File: src/rtl/axi_lite_arb_pkg.sv
// rtl/axi_lite_arb_pkg.sv - state encodings, response codes and index-width helper for the arbiter
package axi_lite_arb_pkg;

  localparam logic [2:0] ST_IDLE    = 3'd0;
  localparam logic [2:0] ST_WR_AW_W = 3'd1;
  localparam logic [2:0] ST_WR_B    = 3'd2;
  localparam logic [2:0] ST_RD_AR   = 3'd3;
  localparam logic [2:0] ST_RD_R    = 3'd4;

  localparam logic [1:0] RESP_OKAY   = 2'b00;
  localparam logic [1:0] RESP_SLVERR = 2'b10;

  // Never returns less than 1 so a two-requester index still has a bit.
  function automatic int clog2(input int n);
    int w;
    w = 1;
    while ((1 << w) < n) w = w + 1;
    return w;
  endfunction

endpackage

File: src/rtl/axi_lite_master_arbiter_if.sv
// rtl/axi_lite_master_arbiter_if.sv - requester-side and AXI4-Lite master signals of the arbiter
interface axi_lite_master_arbiter_if #(
  parameter int NUM_REQ         = 4,
  parameter int AXIS_ADDR_WIDTH = 6,
  parameter int AXIS_DATA_WIDTH = 32
);
  logic [NUM_REQ-1:0]                 req_valid;
  logic [NUM_REQ-1:0]                 req_ready;
  logic [NUM_REQ-1:0]                 req_write;
  logic [NUM_REQ*AXIS_ADDR_WIDTH-1:0] req_addr;
  logic [NUM_REQ*AXIS_DATA_WIDTH-1:0] req_wdata;
  logic [NUM_REQ-1:0]                 rsp_valid;
  logic [AXIS_DATA_WIDTH-1:0]         rsp_rdata;
  logic [1:0]                         rsp_resp;
  logic                               busy;

  logic [AXIS_ADDR_WIDTH-1:0]   M_AXI_AWADDR;
  logic [2:0]                   M_AXI_AWPROT;
  logic                         M_AXI_AWVALID;
  logic                         M_AXI_AWREADY;
  logic [AXIS_DATA_WIDTH-1:0]   M_AXI_WDATA;
  logic [AXIS_DATA_WIDTH/8-1:0] M_AXI_WSTRB;
  logic                         M_AXI_WVALID;
  logic                         M_AXI_WREADY;
  logic [1:0]                   M_AXI_BRESP;
  logic                         M_AXI_BVALID;
  logic                         M_AXI_BREADY;
  logic [AXIS_ADDR_WIDTH-1:0]   M_AXI_ARADDR;
  logic [2:0]                   M_AXI_ARPROT;
  logic                         M_AXI_ARVALID;
  logic                         M_AXI_ARREADY;
  logic [AXIS_DATA_WIDTH-1:0]   M_AXI_RDATA;
  logic [1:0]                   M_AXI_RRESP;
  logic                         M_AXI_RVALID;
  logic                         M_AXI_RREADY;

  modport master (
    input  req_valid, req_write, req_addr, req_wdata,
    output req_ready, rsp_valid, rsp_rdata, rsp_resp, busy,
    output M_AXI_AWADDR, M_AXI_AWPROT, M_AXI_AWVALID, input M_AXI_AWREADY,
    output M_AXI_WDATA, M_AXI_WSTRB, M_AXI_WVALID, input M_AXI_WREADY,
    input  M_AXI_BRESP, M_AXI_BVALID, output M_AXI_BREADY,
    output M_AXI_ARADDR, M_AXI_ARPROT, M_AXI_ARVALID, input M_AXI_ARREADY,
    input  M_AXI_RDATA, M_AXI_RRESP, M_AXI_RVALID, output M_AXI_RREADY
  );

  modport slave (
    output req_valid, req_write, req_addr, req_wdata,
    input  req_ready, rsp_valid, rsp_rdata, rsp_resp, busy,
    input  M_AXI_AWADDR, M_AXI_AWPROT, M_AXI_AWVALID, output M_AXI_AWREADY,
    input  M_AXI_WDATA, M_AXI_WSTRB, M_AXI_WVALID, output M_AXI_WREADY,
    output M_AXI_BRESP, M_AXI_BVALID, input M_AXI_BREADY,
    input  M_AXI_ARADDR, M_AXI_ARPROT, M_AXI_ARVALID, output M_AXI_ARREADY,
    output M_AXI_RDATA, M_AXI_RRESP, M_AXI_RVALID, input M_AXI_RREADY
  );
endinterface

File: src/rtl/round_robin_arbiter.sv
// rtl/round_robin_arbiter.sv - round-robin grant search with an internal priority pointer
module round_robin_arbiter
  import axi_lite_arb_pkg::*;
#(
  parameter  int NUM_REQ = 4,
  localparam int IDX_W   = clog2(NUM_REQ)
) (
  input  logic               clk,
  input  logic               reset,
  input  logic [NUM_REQ-1:0] i_req,
  input  logic               i_enable,
  output logic [NUM_REQ-1:0] o_grant,
  output logic [IDX_W-1:0]   o_grant_idx
);
  logic [IDX_W-1:0] r_ptr;
  logic [IDX_W-1:0] w_cand;
  logic             w_found;

  // Scan from the pointer upwards, wrapping, and keep the first requester found.
  always_comb begin
    w_found     = 1'b0;
    o_grant_idx = '0;
    w_cand      = '0;
    for (int i = 0; i < NUM_REQ; i++) begin
      w_cand = IDX_W'((int'(r_ptr) + i) % NUM_REQ);
      if (!w_found && i_req[w_cand]) begin
        w_found     = 1'b1;
        o_grant_idx = w_cand;
      end
    end
  end

  assign o_grant = w_found ? (NUM_REQ'(1) << o_grant_idx) : '0;

  always_ff @(posedge clk) begin
    if (reset) begin
      r_ptr <= '0;
    end else if (i_enable && w_found) begin
      r_ptr <= (o_grant_idx == IDX_W'(NUM_REQ - 1)) ? '0 : o_grant_idx + 1'b1;
    end
  end
endmodule

File: src/rtl/axi_lite_master_arbiter.sv
// rtl/axi_lite_master_arbiter.sv - shares one AXI4-Lite master among NUM_REQ requesters, one transaction at a time
module axi_lite_master_arbiter
  import axi_lite_arb_pkg::*;
#(
  parameter  int NUM_REQ         = 4,
  parameter  int AXIS_ADDR_WIDTH = 6,
  parameter  int AXIS_DATA_WIDTH = 32,
  localparam int IDX_W           = clog2(NUM_REQ)
) (
  input logic                       clk,
  input logic                       reset,
  axi_lite_master_arbiter_if.master bus
);
  logic [2:0]                 r_state;
  logic [2:0]                 w_state_nxt;
  logic [NUM_REQ-1:0]         w_grant;
  logic [IDX_W-1:0]           w_grant_idx;
  logic                       w_accept;
  logic [AXIS_ADDR_WIDTH-1:0] r_addr;
  logic [AXIS_DATA_WIDTH-1:0] r_wdata;
  logic [IDX_W-1:0]           r_gidx;
  logic                       r_aw_done;
  logic                       r_w_done;
  logic [NUM_REQ-1:0]         r_rsp_valid;
  logic [AXIS_DATA_WIDTH-1:0] r_rsp_rdata;
  logic [1:0]                 r_rsp_resp;
  logic                       w_aw_hs, w_w_hs, w_b_hs, w_ar_hs, w_r_hs;

  assign w_accept = (r_state == ST_IDLE) && (|bus.req_valid) && !reset;

  round_robin_arbiter #(.NUM_REQ(NUM_REQ)) u_rr (
    .clk         (clk),
    .reset       (reset),
    .i_req       (bus.req_valid),
    .i_enable    (w_accept),
    .o_grant     (w_grant),
    .o_grant_idx (w_grant_idx)
  );

  assign w_aw_hs = (r_state == ST_WR_AW_W) && !r_aw_done && bus.M_AXI_AWREADY;
  assign w_w_hs  = (r_state == ST_WR_AW_W) && !r_w_done && bus.M_AXI_WREADY;
  assign w_b_hs  = (r_state == ST_WR_B) && bus.M_AXI_BVALID;
  assign w_ar_hs = (r_state == ST_RD_AR) && bus.M_AXI_ARREADY;
  assign w_r_hs  = (r_state == ST_RD_R) && bus.M_AXI_RVALID;

  always_ff @(posedge clk) begin
    if (reset) r_state <= ST_IDLE;
    else       r_state <= w_state_nxt;
  end

  always_comb begin
    w_state_nxt = r_state;
    case (r_state)
      ST_IDLE:    if (w_accept) w_state_nxt = bus.req_write[w_grant_idx] ? ST_WR_AW_W : ST_RD_AR;
      ST_WR_AW_W: if ((r_aw_done || w_aw_hs) && (r_w_done || w_w_hs)) w_state_nxt = ST_WR_B;
      ST_WR_B:    if (w_b_hs) w_state_nxt = ST_IDLE;
      ST_RD_AR:   if (w_ar_hs) w_state_nxt = ST_RD_R;
      ST_RD_R:    if (w_r_hs) w_state_nxt = ST_IDLE;
      default:    w_state_nxt = ST_IDLE;
    endcase
  end

  // Completion registers the response so rsp_valid lands in the first IDLE cycle.
  always_ff @(posedge clk) begin
    if (reset) begin
      r_addr      <= '0;
      r_wdata     <= '0;
      r_gidx      <= '0;
      r_aw_done   <= 1'b0;
      r_w_done    <= 1'b0;
      r_rsp_valid <= '0;
      r_rsp_rdata <= '0;
      r_rsp_resp  <= RESP_OKAY;
    end else begin
      r_rsp_valid <= '0;
      if (w_accept) begin
        r_addr    <= bus.req_addr[w_grant_idx*AXIS_ADDR_WIDTH +: AXIS_ADDR_WIDTH];
        r_wdata   <= bus.req_wdata[w_grant_idx*AXIS_DATA_WIDTH +: AXIS_DATA_WIDTH];
        r_gidx    <= w_grant_idx;
        r_aw_done <= 1'b0;
        r_w_done  <= 1'b0;
      end
      if (w_aw_hs) r_aw_done <= 1'b1;
      if (w_w_hs)  r_w_done  <= 1'b1;
      if (w_b_hs) begin
        r_rsp_valid <= NUM_REQ'(1) << r_gidx;
        r_rsp_rdata <= '0;
        r_rsp_resp  <= bus.M_AXI_BRESP;
      end
      if (w_r_hs) begin
        r_rsp_valid <= NUM_REQ'(1) << r_gidx;
        r_rsp_rdata <= bus.M_AXI_RDATA;
        r_rsp_resp  <= bus.M_AXI_RRESP;
      end
    end
  end

  always_comb begin
    bus.req_ready     = w_accept ? w_grant : '0;
    bus.M_AXI_AWVALID = (r_state == ST_WR_AW_W) && !r_aw_done;
    bus.M_AXI_WVALID  = (r_state == ST_WR_AW_W) && !r_w_done;
    bus.M_AXI_BREADY  = (r_state == ST_WR_B);
    bus.M_AXI_ARVALID = (r_state == ST_RD_AR);
    bus.M_AXI_RREADY  = (r_state == ST_RD_R);
    bus.busy          = (r_state != ST_IDLE);
  end

  assign bus.M_AXI_AWADDR = r_addr;
  assign bus.M_AXI_ARADDR = r_addr;
  assign bus.M_AXI_WDATA  = r_wdata;
  assign bus.M_AXI_WSTRB  = '1;
  assign bus.M_AXI_AWPROT = 3'b000;
  assign bus.M_AXI_ARPROT = 3'b000;
  assign bus.rsp_valid    = r_rsp_valid;
  assign bus.rsp_rdata    = r_rsp_rdata;
  assign bus.rsp_resp     = r_rsp_resp;
endmodule

File: src/flat_wrapper.sv
// flat-port wrapper written by rule: the top's interface ports become plain ports
module axi_lite_master_arbiter_flat import axi_lite_arb_pkg::*;
#(
  parameter  int NUM_REQ         = 4,
  parameter  int AXIS_ADDR_WIDTH = 6,
  parameter  int AXIS_DATA_WIDTH = 32,
  localparam int IDX_W           = clog2(NUM_REQ)
)
  (clk, reset, bus_req_valid, bus_req_write, bus_req_addr, bus_req_wdata, bus_req_ready, bus_rsp_valid, bus_rsp_rdata, bus_rsp_resp, bus_busy, bus_M_AXI_AWADDR, bus_M_AXI_AWPROT, bus_M_AXI_AWVALID, bus_M_AXI_AWREADY, bus_M_AXI_WDATA, bus_M_AXI_WSTRB, bus_M_AXI_WVALID, bus_M_AXI_WREADY, bus_M_AXI_BRESP, bus_M_AXI_BVALID, bus_M_AXI_BREADY, bus_M_AXI_ARADDR, bus_M_AXI_ARPROT, bus_M_AXI_ARVALID, bus_M_AXI_ARREADY, bus_M_AXI_RDATA, bus_M_AXI_RRESP, bus_M_AXI_RVALID, bus_M_AXI_RREADY);
  axi_lite_master_arbiter_if #(.NUM_REQ(NUM_REQ), .AXIS_ADDR_WIDTH(AXIS_ADDR_WIDTH), .AXIS_DATA_WIDTH(AXIS_DATA_WIDTH)) bus_i ();
  input logic clk;
  input logic reset;
  input wire logic [$bits(bus_i.req_valid)-1:0] bus_req_valid;
  input wire logic [$bits(bus_i.req_write)-1:0] bus_req_write;
  input wire logic [$bits(bus_i.req_addr)-1:0] bus_req_addr;
  input wire logic [$bits(bus_i.req_wdata)-1:0] bus_req_wdata;
  output wire logic [$bits(bus_i.req_ready)-1:0] bus_req_ready;
  output wire logic [$bits(bus_i.rsp_valid)-1:0] bus_rsp_valid;
  output wire logic [$bits(bus_i.rsp_rdata)-1:0] bus_rsp_rdata;
  output wire logic [$bits(bus_i.rsp_resp)-1:0] bus_rsp_resp;
  output wire logic [$bits(bus_i.busy)-1:0] bus_busy;
  output wire logic [$bits(bus_i.M_AXI_AWADDR)-1:0] bus_M_AXI_AWADDR;
  output wire logic [$bits(bus_i.M_AXI_AWPROT)-1:0] bus_M_AXI_AWPROT;
  output wire logic [$bits(bus_i.M_AXI_AWVALID)-1:0] bus_M_AXI_AWVALID;
  input wire logic [$bits(bus_i.M_AXI_AWREADY)-1:0] bus_M_AXI_AWREADY;
  output wire logic [$bits(bus_i.M_AXI_WDATA)-1:0] bus_M_AXI_WDATA;
  output wire logic [$bits(bus_i.M_AXI_WSTRB)-1:0] bus_M_AXI_WSTRB;
  output wire logic [$bits(bus_i.M_AXI_WVALID)-1:0] bus_M_AXI_WVALID;
  input wire logic [$bits(bus_i.M_AXI_WREADY)-1:0] bus_M_AXI_WREADY;
  input wire logic [$bits(bus_i.M_AXI_BRESP)-1:0] bus_M_AXI_BRESP;
  input wire logic [$bits(bus_i.M_AXI_BVALID)-1:0] bus_M_AXI_BVALID;
  output wire logic [$bits(bus_i.M_AXI_BREADY)-1:0] bus_M_AXI_BREADY;
  output wire logic [$bits(bus_i.M_AXI_ARADDR)-1:0] bus_M_AXI_ARADDR;
  output wire logic [$bits(bus_i.M_AXI_ARPROT)-1:0] bus_M_AXI_ARPROT;
  output wire logic [$bits(bus_i.M_AXI_ARVALID)-1:0] bus_M_AXI_ARVALID;
  input wire logic [$bits(bus_i.M_AXI_ARREADY)-1:0] bus_M_AXI_ARREADY;
  input wire logic [$bits(bus_i.M_AXI_RDATA)-1:0] bus_M_AXI_RDATA;
  input wire logic [$bits(bus_i.M_AXI_RRESP)-1:0] bus_M_AXI_RRESP;
  input wire logic [$bits(bus_i.M_AXI_RVALID)-1:0] bus_M_AXI_RVALID;
  output wire logic [$bits(bus_i.M_AXI_RREADY)-1:0] bus_M_AXI_RREADY;
  assign bus_i.req_valid = bus_req_valid;
  assign bus_i.req_write = bus_req_write;
  assign bus_i.req_addr = bus_req_addr;
  assign bus_i.req_wdata = bus_req_wdata;
  assign bus_req_ready = bus_i.req_ready;
  assign bus_rsp_valid = bus_i.rsp_valid;
  assign bus_rsp_rdata = bus_i.rsp_rdata;
  assign bus_rsp_resp = bus_i.rsp_resp;
  assign bus_busy = bus_i.busy;
  assign bus_M_AXI_AWADDR = bus_i.M_AXI_AWADDR;
  assign bus_M_AXI_AWPROT = bus_i.M_AXI_AWPROT;
  assign bus_M_AXI_AWVALID = bus_i.M_AXI_AWVALID;
  assign bus_i.M_AXI_AWREADY = bus_M_AXI_AWREADY;
  assign bus_M_AXI_WDATA = bus_i.M_AXI_WDATA;
  assign bus_M_AXI_WSTRB = bus_i.M_AXI_WSTRB;
  assign bus_M_AXI_WVALID = bus_i.M_AXI_WVALID;
  assign bus_i.M_AXI_WREADY = bus_M_AXI_WREADY;
  assign bus_i.M_AXI_BRESP = bus_M_AXI_BRESP;
  assign bus_i.M_AXI_BVALID = bus_M_AXI_BVALID;
  assign bus_M_AXI_BREADY = bus_i.M_AXI_BREADY;
  assign bus_M_AXI_ARADDR = bus_i.M_AXI_ARADDR;
  assign bus_M_AXI_ARPROT = bus_i.M_AXI_ARPROT;
  assign bus_M_AXI_ARVALID = bus_i.M_AXI_ARVALID;
  assign bus_i.M_AXI_ARREADY = bus_M_AXI_ARREADY;
  assign bus_i.M_AXI_RDATA = bus_M_AXI_RDATA;
  assign bus_i.M_AXI_RRESP = bus_M_AXI_RRESP;
  assign bus_i.M_AXI_RVALID = bus_M_AXI_RVALID;
  assign bus_M_AXI_RREADY = bus_i.M_AXI_RREADY;
  axi_lite_master_arbiter #(.NUM_REQ(NUM_REQ), .AXIS_ADDR_WIDTH(AXIS_ADDR_WIDTH), .AXIS_DATA_WIDTH(AXIS_DATA_WIDTH)) u_core (.clk(clk), .reset(reset), .bus(bus_i));
endmodule
File: config.mk
export PLATFORM = sky130hd
export DESIGN_NAME = axi_lite_master_arbiter_flat
export DESIGN_NICKNAME = d
export VERILOG_FILES = /design/src/rtl/axi_lite_arb_pkg.sv /design/src/rtl/axi_lite_master_arbiter_if.sv /design/src/rtl/round_robin_arbiter.sv /design/src/rtl/axi_lite_master_arbiter.sv /design/src/flat_wrapper.sv
export SDC_FILE = /design/constraint.sdc
export NUM_CORES = 1
export LEC_CHECK = 0
export ABC_AREA = 1
export BUFFER_PORTS_ARGS = -buffer_cell sky130_fd_sc_hd__buf_4
export CORE_MARGIN = 2
export CORE_UTILIZATION = 40
export DETAILED_ROUTE_END_ITERATION = 16
export HOLD_SLACK_MARGIN = 0.08
export PLACE_DENSITY_LB_ADDON = 0.15
export SLEW_MARGIN = 10
export SYNTH_ARGS = -nofsm -noshare
export SYNTH_HDL_FRONTEND = slang
export SYNTH_SLANG_ARGS = --single-unit
File: constraint.sdc
create_clock -name clk -period 3 [get_ports clk]
set_clock_uncertainty 0.1 [all_clocks]
set_input_delay 0.6 -clock clk [delete_from_list [all_inputs] [get_ports clk]]
set_output_delay 0.6 -clock clk [all_outputs]
set_load 0.02 [all_outputs]
==> reports/metrics.cfg, run 1 <==
[synthesis]
syn_inst = 830
yosysMostFrequentCell = nand2_1
synth_top_area_cell = dfxtp_1
async_reset_ff_frac = 0
syn_avg_cell_area_sq_um = 6.22
ys_ff_latch = 85
synth-edff-count = 0
yosys_warnings = 0
syn_area_sq_um = 5160
synth_top_area_frac = 0.330
ys.flop_type = dfxtp_1
synthDistinctLibCells = 34
synth.yosys.seq_area_share = 0.330
synth_top_cells_by_count = nand2_1, inv_1, dfxtp_1, nand3_1, nor2_1
synth_area_leaders = dfxtp_1, nand2_1, nand3_1

[timing]
fmax_mhz = 366
setup_tns_ns = 0
layout_min_cycle_time_ns = 2.74
worst_pin_slew_ns = 0.603
fin_crit_sh = 0.912
finalSetupViolCount = 0
hold_viol = 0
worst_slack_ns = 0.264
final_max_slew_viol_count = 0
relSlewSlack = 0.598
grt_setup_unrepaired = false

[grt]
antenna_found_initial = 1
overflow = 0
gr-usage-all-layers = 0.244
grt_pass1_vias = 5517
grt_pass1_wl_mm = 27.8
grt_max_degree = 110

[layout]
multi_input_area_sq_um = 2720
drive_gt1_frac = 0.323
n_fill_cell = 1271
layout.cells.non_filler = 1266
syn2layout_area_growth_pct = 48.1
fin_nets = 1295
register_area_sq_um = 1710

[critical_path]
path_max_fanout = 10
arrival_ns = 2.04
startpoint_type = flop
endpoint_kind = primary output
critPathRequiredTime_ns = 2.30
path_class = reg -> out

[drt]
ant_nets = 0
wl_per_cell_microns = 13.6
firstDrtPassIters = 5
vias_per_cell = 4.67
drt_iter0_markers = 338
vias = 5908
drc = 0
wl_mm = 17.2

[placed_design]
numPortBuffers = 294
pre_cts_ws_ns = 0.240
place_inst = 1249
detailed_place_hpwl_mm = 12.7
routabilityCongestion = 0.881

[clock_network]
cts_max_path_buffers = 2
cts_buffers = 9
clkSinkCount = 85
clk_pin_slew_worst_paths_ns = 0.07
h-tree-depth = 3
clock_latency_ns = 0.34
cts_root_buf = clkbuf_16
cts_tree = yes

[power]
p_per_area_nw_per_um2 = 1020
leakage_nw = 4.11
peakVddDrop_mv = 0.968

[floorplan]
ios = 305
fp.dieW_microns = 118
fp.dieArea_sq_um = 13800
rows = 41
initial_core_util = 0.409
die_h_microns = 118
core_region_area_sq_um = 12600

[run_status]
status = finished, final reports clean

[run]
maxCapViolCount = 0

[worst_hold_path]
min_path_type = reg -> reg

## routing by layer
metal	global-route usage	up-vias	routed length [microns]
li1	-	3106	-
met1	0.286	2572	7180
met2	0.431	208	8400
met3	0.0669	22	1290
met4	0.0798	0	354
met5	0	-	0
## stage by stage
step | hold slack [ns] | cell area (sq um) | utilization | total power, mW
2_1_floorplan | 0.322 | 5190 | - | 5.39
6_report | 0.342 | 7640 | 0.606 | 7.76
3_5_place_dp | 0.334 | 7320 | 0.580 | 6.63
4_1_cts | 0.343 | 7640 | 0.605 | 7.82
5_1_grt | 0.381 | 7640 | 0.606 | 8.48
3_3_place_gp | 0.339 | 7320 | 0.580 | 6.61
## cells by family after synthesis
family / synth area share
flip-flops: 0.330
AO/OA/AOI/OAI: 0.139
AND/OR/NAND/NOR: 0.367
other: 0.00146
buffers and inverters: 0.153
adder cells (fa/ha/maj): 0.00970
## layout by cell type (no fill, tap or decap), drive strengths merged
master / netlist / final
o21ai: 38 / 38
a211oi: 1 / 1
nand3: 85 / 85
or2: 2 / 2
nor3: 7 / 7
a21oi: 39 / 39
clkinvlp: 0 / 1
diode: 0 / 1
o31ai: 1 / 1
conb: 2 / 10
inv: 101 / 106
a22oi: 1 / 1
nand4: 4 / 4
clkinv: 1 / 1
o211ai: 32 / 32
nand2: 277 / 277
ha: 4 / 4
buf: 46 / 305
nor3b: 1 / 1
a31oi: 2 / 2
nor4: 1 / 1
clkbuf: 20 / 9
bufinv: 0 / 1
dfxtp: 85 / 85
o221ai: 1 / 1
nor2: 79 / 79
## registers in the layout (all words and copies together) (netlist names), 2 cells and up
signal / count
u_core.bus.M_AXI_WDATA: 32
u_core.r_state: 3
u_core.bus.rsp_valid: 4
u_core.bus.rsp_rdata: 32
u_core.bus.M_AXI_ARADDR: 6
u_core.u_rr.r_ptr: 2
u_core.bus.rsp_resp: 2
u_core.r_gidx: 2
## cell type report
class | instances | share of cell area
clock buffers | 9 | 0.0295
clock inverters | 7 | 0.0116
inverters | 102 | 0.0504
flip-flops and latches | 85 | 0.223
repair buffers | 305 | 0.301
well taps | 172 | 0.0282
multi-input cells | 585 | 0.356
diodes | 1 | 0.000327
## worst paths after layout
| kind | startpoint | to | slack, ns | cells past startpoint |
|---|---|---|---|---|
| setup / recovery | u_core.u_rr.r_ptr[0] | bus_req_ready[2] | 0.26 | 14 |
| hold / removal | u_core.r_gidx[1] | u_core.bus.rsp_valid[0] | 0.34 | 1 |
| setup reg to reg | u_core.u_rr.r_ptr[0] | u_core.bus.M_AXI_WDATA[6] | 0.76 | 14 |
| hold reg to reg | u_core.r_gidx[1] | u_core.bus.rsp_valid[0] | 0.34 | 1 |
## critical path, stage by stage (launching register included)
cell and delay [ns]:
dfxtp_4 0.41, inv_4 0.08, nand2_1 0.07, nand2_2 0.08
nand2_1 0.08, nand2_1 0.06, nor2_2 0.11, nand3_1 0.08
nand3_1 0.09, nand2_2 0.09, inv_2 0.10, ha_1 0.16
inv_1 0.04, nor2_1 0.09, buf_4 0.15
## power breakdown
group          total [mW]  switching [mW]  leakage, nW  internal, mW
Sequential           1.67           0.219        0.699          1.45
Clock                1.17           0.503        0.152         0.669
Combinational        4.92            3.12         3.26          1.80
## what timing repair did
item                                    CTS  global route
setup buffers                             0             0
gates resized for setup                   1             3
endpoints found under the setup margin    1             2
cloned                                    0             0
hold buffers                              0             0
Note: power is estimated with default switching activity, not from simulation.
==> run 2: changes to the inputs <==
--- a/config.mk
+++ b/config.mk
@@ -7,6 +7,7 @@
 export LEC_CHECK = 0
 export ABC_AREA = 1
 export BUFFER_PORTS_ARGS = -buffer_cell sky130_fd_sc_hd__buf_4
+export CORE_ASPECT_RATIO = 0.5
 export CORE_MARGIN = 2
 export CORE_UTILIZATION = 40
 export DETAILED_ROUTE_END_ITERATION = 16
==> reports/metrics.cfg, run 2 (synthesis results as in run 1) <==
[placed_design]
detailed_place_hpwl_mm = 12.1  ; was 12.7 mm
place_inst = 1245  ; was 1249
routabilityCongestion = 0.910  ; was 0.881
numPortBuffers = 294  ; unchanged

[critical_path]
crit_top_cell = nand2_1  ; unchanged
path_max_fanout = 6  ; was 10
critPathRequiredTime_ns = 2.30  ; about the same
slowest_delay_ns = 0.38  ; was 0.41 ns
path_class = reg -> out  ; unchanged
crit_chain = buf_2 -> nand2_1 -> nand2_1 -> nand2_1 -> nand2_1 -> nor2_2 -> nand2_1 -> nand3_2 -> nand2_4 -> inv_2 -> ha_1 -> inv_1 -> nor2_1 -> buf_4  ; was inv_4 -> nand2_1 -> nand2_2 -> nand2_1 -> nand2_1 -> nor2_2 -> nand3_1 -> nand3_1 -> nand2_2 -> inv_2 -> ha_1 -> inv_1 -> nor2_1 -> buf_4
arrival_ns = 2.09  ; was 2.04 ns
endpoint_kind = primary output  ; unchanged
startpoint_type = flop  ; unchanged
slowest_stage = dfxtp_4  ; unchanged

[grt]
grt_max_degree = 110  ; unchanged
antenna_found_initial = 0  ; was 1
busiest_layer = met2  ; unchanged
grt_pass1_wl_mm = 26.2  ; was 27.8 mm
use_met2 = 0.419  ; was 0.431
overflow = 0  ; unchanged
use_met1 = 0.272  ; was 0.286
use_met3 = 0.0746  ; was 0.0669
grt_pass1_vias = 5595  ; was 5517
gr-usage-all-layers = 0.232  ; was 0.244

[layout]
fin_nets = 1295  ; unchanged
finalCoreUtilization = 0.606  ; about the same
drive_gt1_frac = 0.325  ; was 0.323
layout.cells.non_filler = 1263  ; was 1266
mostFrequentLayoutCell = buf_4  ; unchanged
mostFrequentLayoutCells = buf_4, nand2_1, inv_1  ; unchanged
antenna_cells = 0  ; was 1
syn2layout_area_growth_pct = 48.2  ; was 48.1%

[timing]
worst_pin_slew_ns = 0.739  ; was 0.603 ns
fmax_mhz = 359  ; was 366 MHz
relSlewSlack = 0.507  ; was 0.598
grt_setup_unrepaired = false  ; unchanged
finalSetupViolCount = 0  ; unchanged
layout_min_cycle_time_ns = 2.79  ; was 2.74 ns
hold_viol = 0  ; unchanged
final_max_slew_viol_count = 0  ; unchanged
setup_tns_ns = 0  ; unchanged
fin_crit_sh = 0.929  ; was 0.912

[floorplan]
rows = 29  ; was 41
die_h_microns = 84.3  ; was 118 microns
fp.dieArea_sq_um = 13900  ; was 13800 sq um
ios = 305  ; unchanged
initial_core_util = 0.409  ; about the same
core_region_area_sq_um = 12600  ; about the same
fp.dieW_microns = 165  ; was 118 microns

[clock_network]
cts-hold-fix-buffers = 0  ; unchanged
cts_max_path_buffers = 2  ; unchanged
cts_root_buf = clkbuf_16  ; unchanged
cts_buffers = 9  ; unchanged
h-tree-depth = 3  ; unchanged
clk_pin_slew_worst_paths_ns = 0.07  ; about the same
clkSinkCount = 85  ; unchanged
cts_tree = yes  ; unchanged
clock_latency_ns = 0.34  ; about the same

[power]
internal_power_mw = 3.87  ; was 3.92 mW
peakVddDrop_mv = 0.801  ; was 0.968 mV
p_clk_frac = 0.147  ; was 0.151
swShare = 0.500  ; was 0.495
leakage_nw = 4.12  ; was 4.11 nW
combPwrFrac = 0.639  ; was 0.634
p_per_area_nw_per_um2 = 1010  ; was 1020 nW/um^2
power_switching_mw = 3.87  ; was 3.84 mW
p_seq_frac = 0.214  ; was 0.215

[worst_hold_path]
min_path_type = reg -> reg  ; unchanged

[drt]
wl_per_cell_microns = 13.2  ; was 13.6 microns
wl_mm = 16.6  ; was 17.2 mm
ant_nets = 0  ; unchanged
vias_per_cell = 4.76  ; was 4.67
drt_iter0_markers = 387  ; was 338
drc = 0  ; unchanged
vias = 6007  ; was 5908
firstDrtPassIters = 5  ; unchanged

[run_status]
status = finished, final reports clean  ; unchanged

[run]
maxCapViolCount = 0  ; unchanged

[run 2: power by group through the flow]
stage	clock, mW	sequential (mW)	combinational [mW]
final	1.14	1.65	4.94
after global routing	1.23	1.69	5.52
after CTS	1.16	1.66	4.90
after detailed placement	0	1.67	4.89
after global placement	0	1.67	4.81
after floorplan	0	1.94	3.45
[run 2: worst max-delay path: cells and delay by family (launching register included)]
family / cells / cell delay, ns
AND/OR/NAND/NOR: 9 / 0.79
buffers and inverters: 4 / 0.44
flip-flops: 1 / 0.38
adder cells (fa/ha/maj): 1 / 0.13
[run 2: timing repair]
action | 4_1_cts | 5_1_grt
gates cloned | 0 | 0
resized for setup | 1 | 7
pin swaps | 0 | 2
buffers inserted | 0 | 2
endpoints found under the hold margin | 0 | 0
endpoints found under the setup margin | 2 | 2
[run 2: stage by stage]
step	hold WS (ns)	worst slack, ns	power, mW	instance area, sq um
after floorplan	0.322	0.308	5.39	5190
after global placement	0.340	0.241	6.48	7300
after detailed placement	0.348	0.157	6.56	7300
after CTS	0.362	0.0515	7.72	7610
after global routing	0.383	0.00826	8.45	7650
final	0.355	0.212	7.74	7650
[run 2: per-layer routing]
metal | share of wire | vias to the layer above | wire length, microns
li1 | - | 3114 | -
met1 | 0.42 | 2687 | 6950
met2 | 0.50 | 189 | 8240
met3 | 0.076 | 17 | 1270
met4 | 0.011 | 0 | 184
met5 | 0 | - | 0
[run 2: layout make-up]
| class | count | area [sq um] |
|---|---|---|
| clock buffers | 9 | 225 |
| clock inverters | 7 | 83.8 |
| fillers | 1250 | 4980 |
| inverters | 102 | 385 |
| multi-input cells | 585 | 2730 |
| flip-flops and latches | 85 | 1710 |
| well taps | 170 | 213 |
| repair buffers | 305 | 2300 |
[run 2: path summary, 6_finish.rpt]
path | to | cells past startpoint | from | slack, ns
hold reg to reg | u_core.bus.rsp_valid[0] | 1 | u_core.r_gidx[1] | 0.36
setup reg to reg | u_core.bus.M_AXI_WDATA[3] | 14 | u_core.u_rr.r_ptr[0] | 0.48
setup / recovery | bus_req_ready[3] | 14 | u_core.u_rr.r_ptr[0] | 0.21
hold / removal | u_core.bus.rsp_valid[0] | 1 | u_core.r_gidx[1] | 0.36
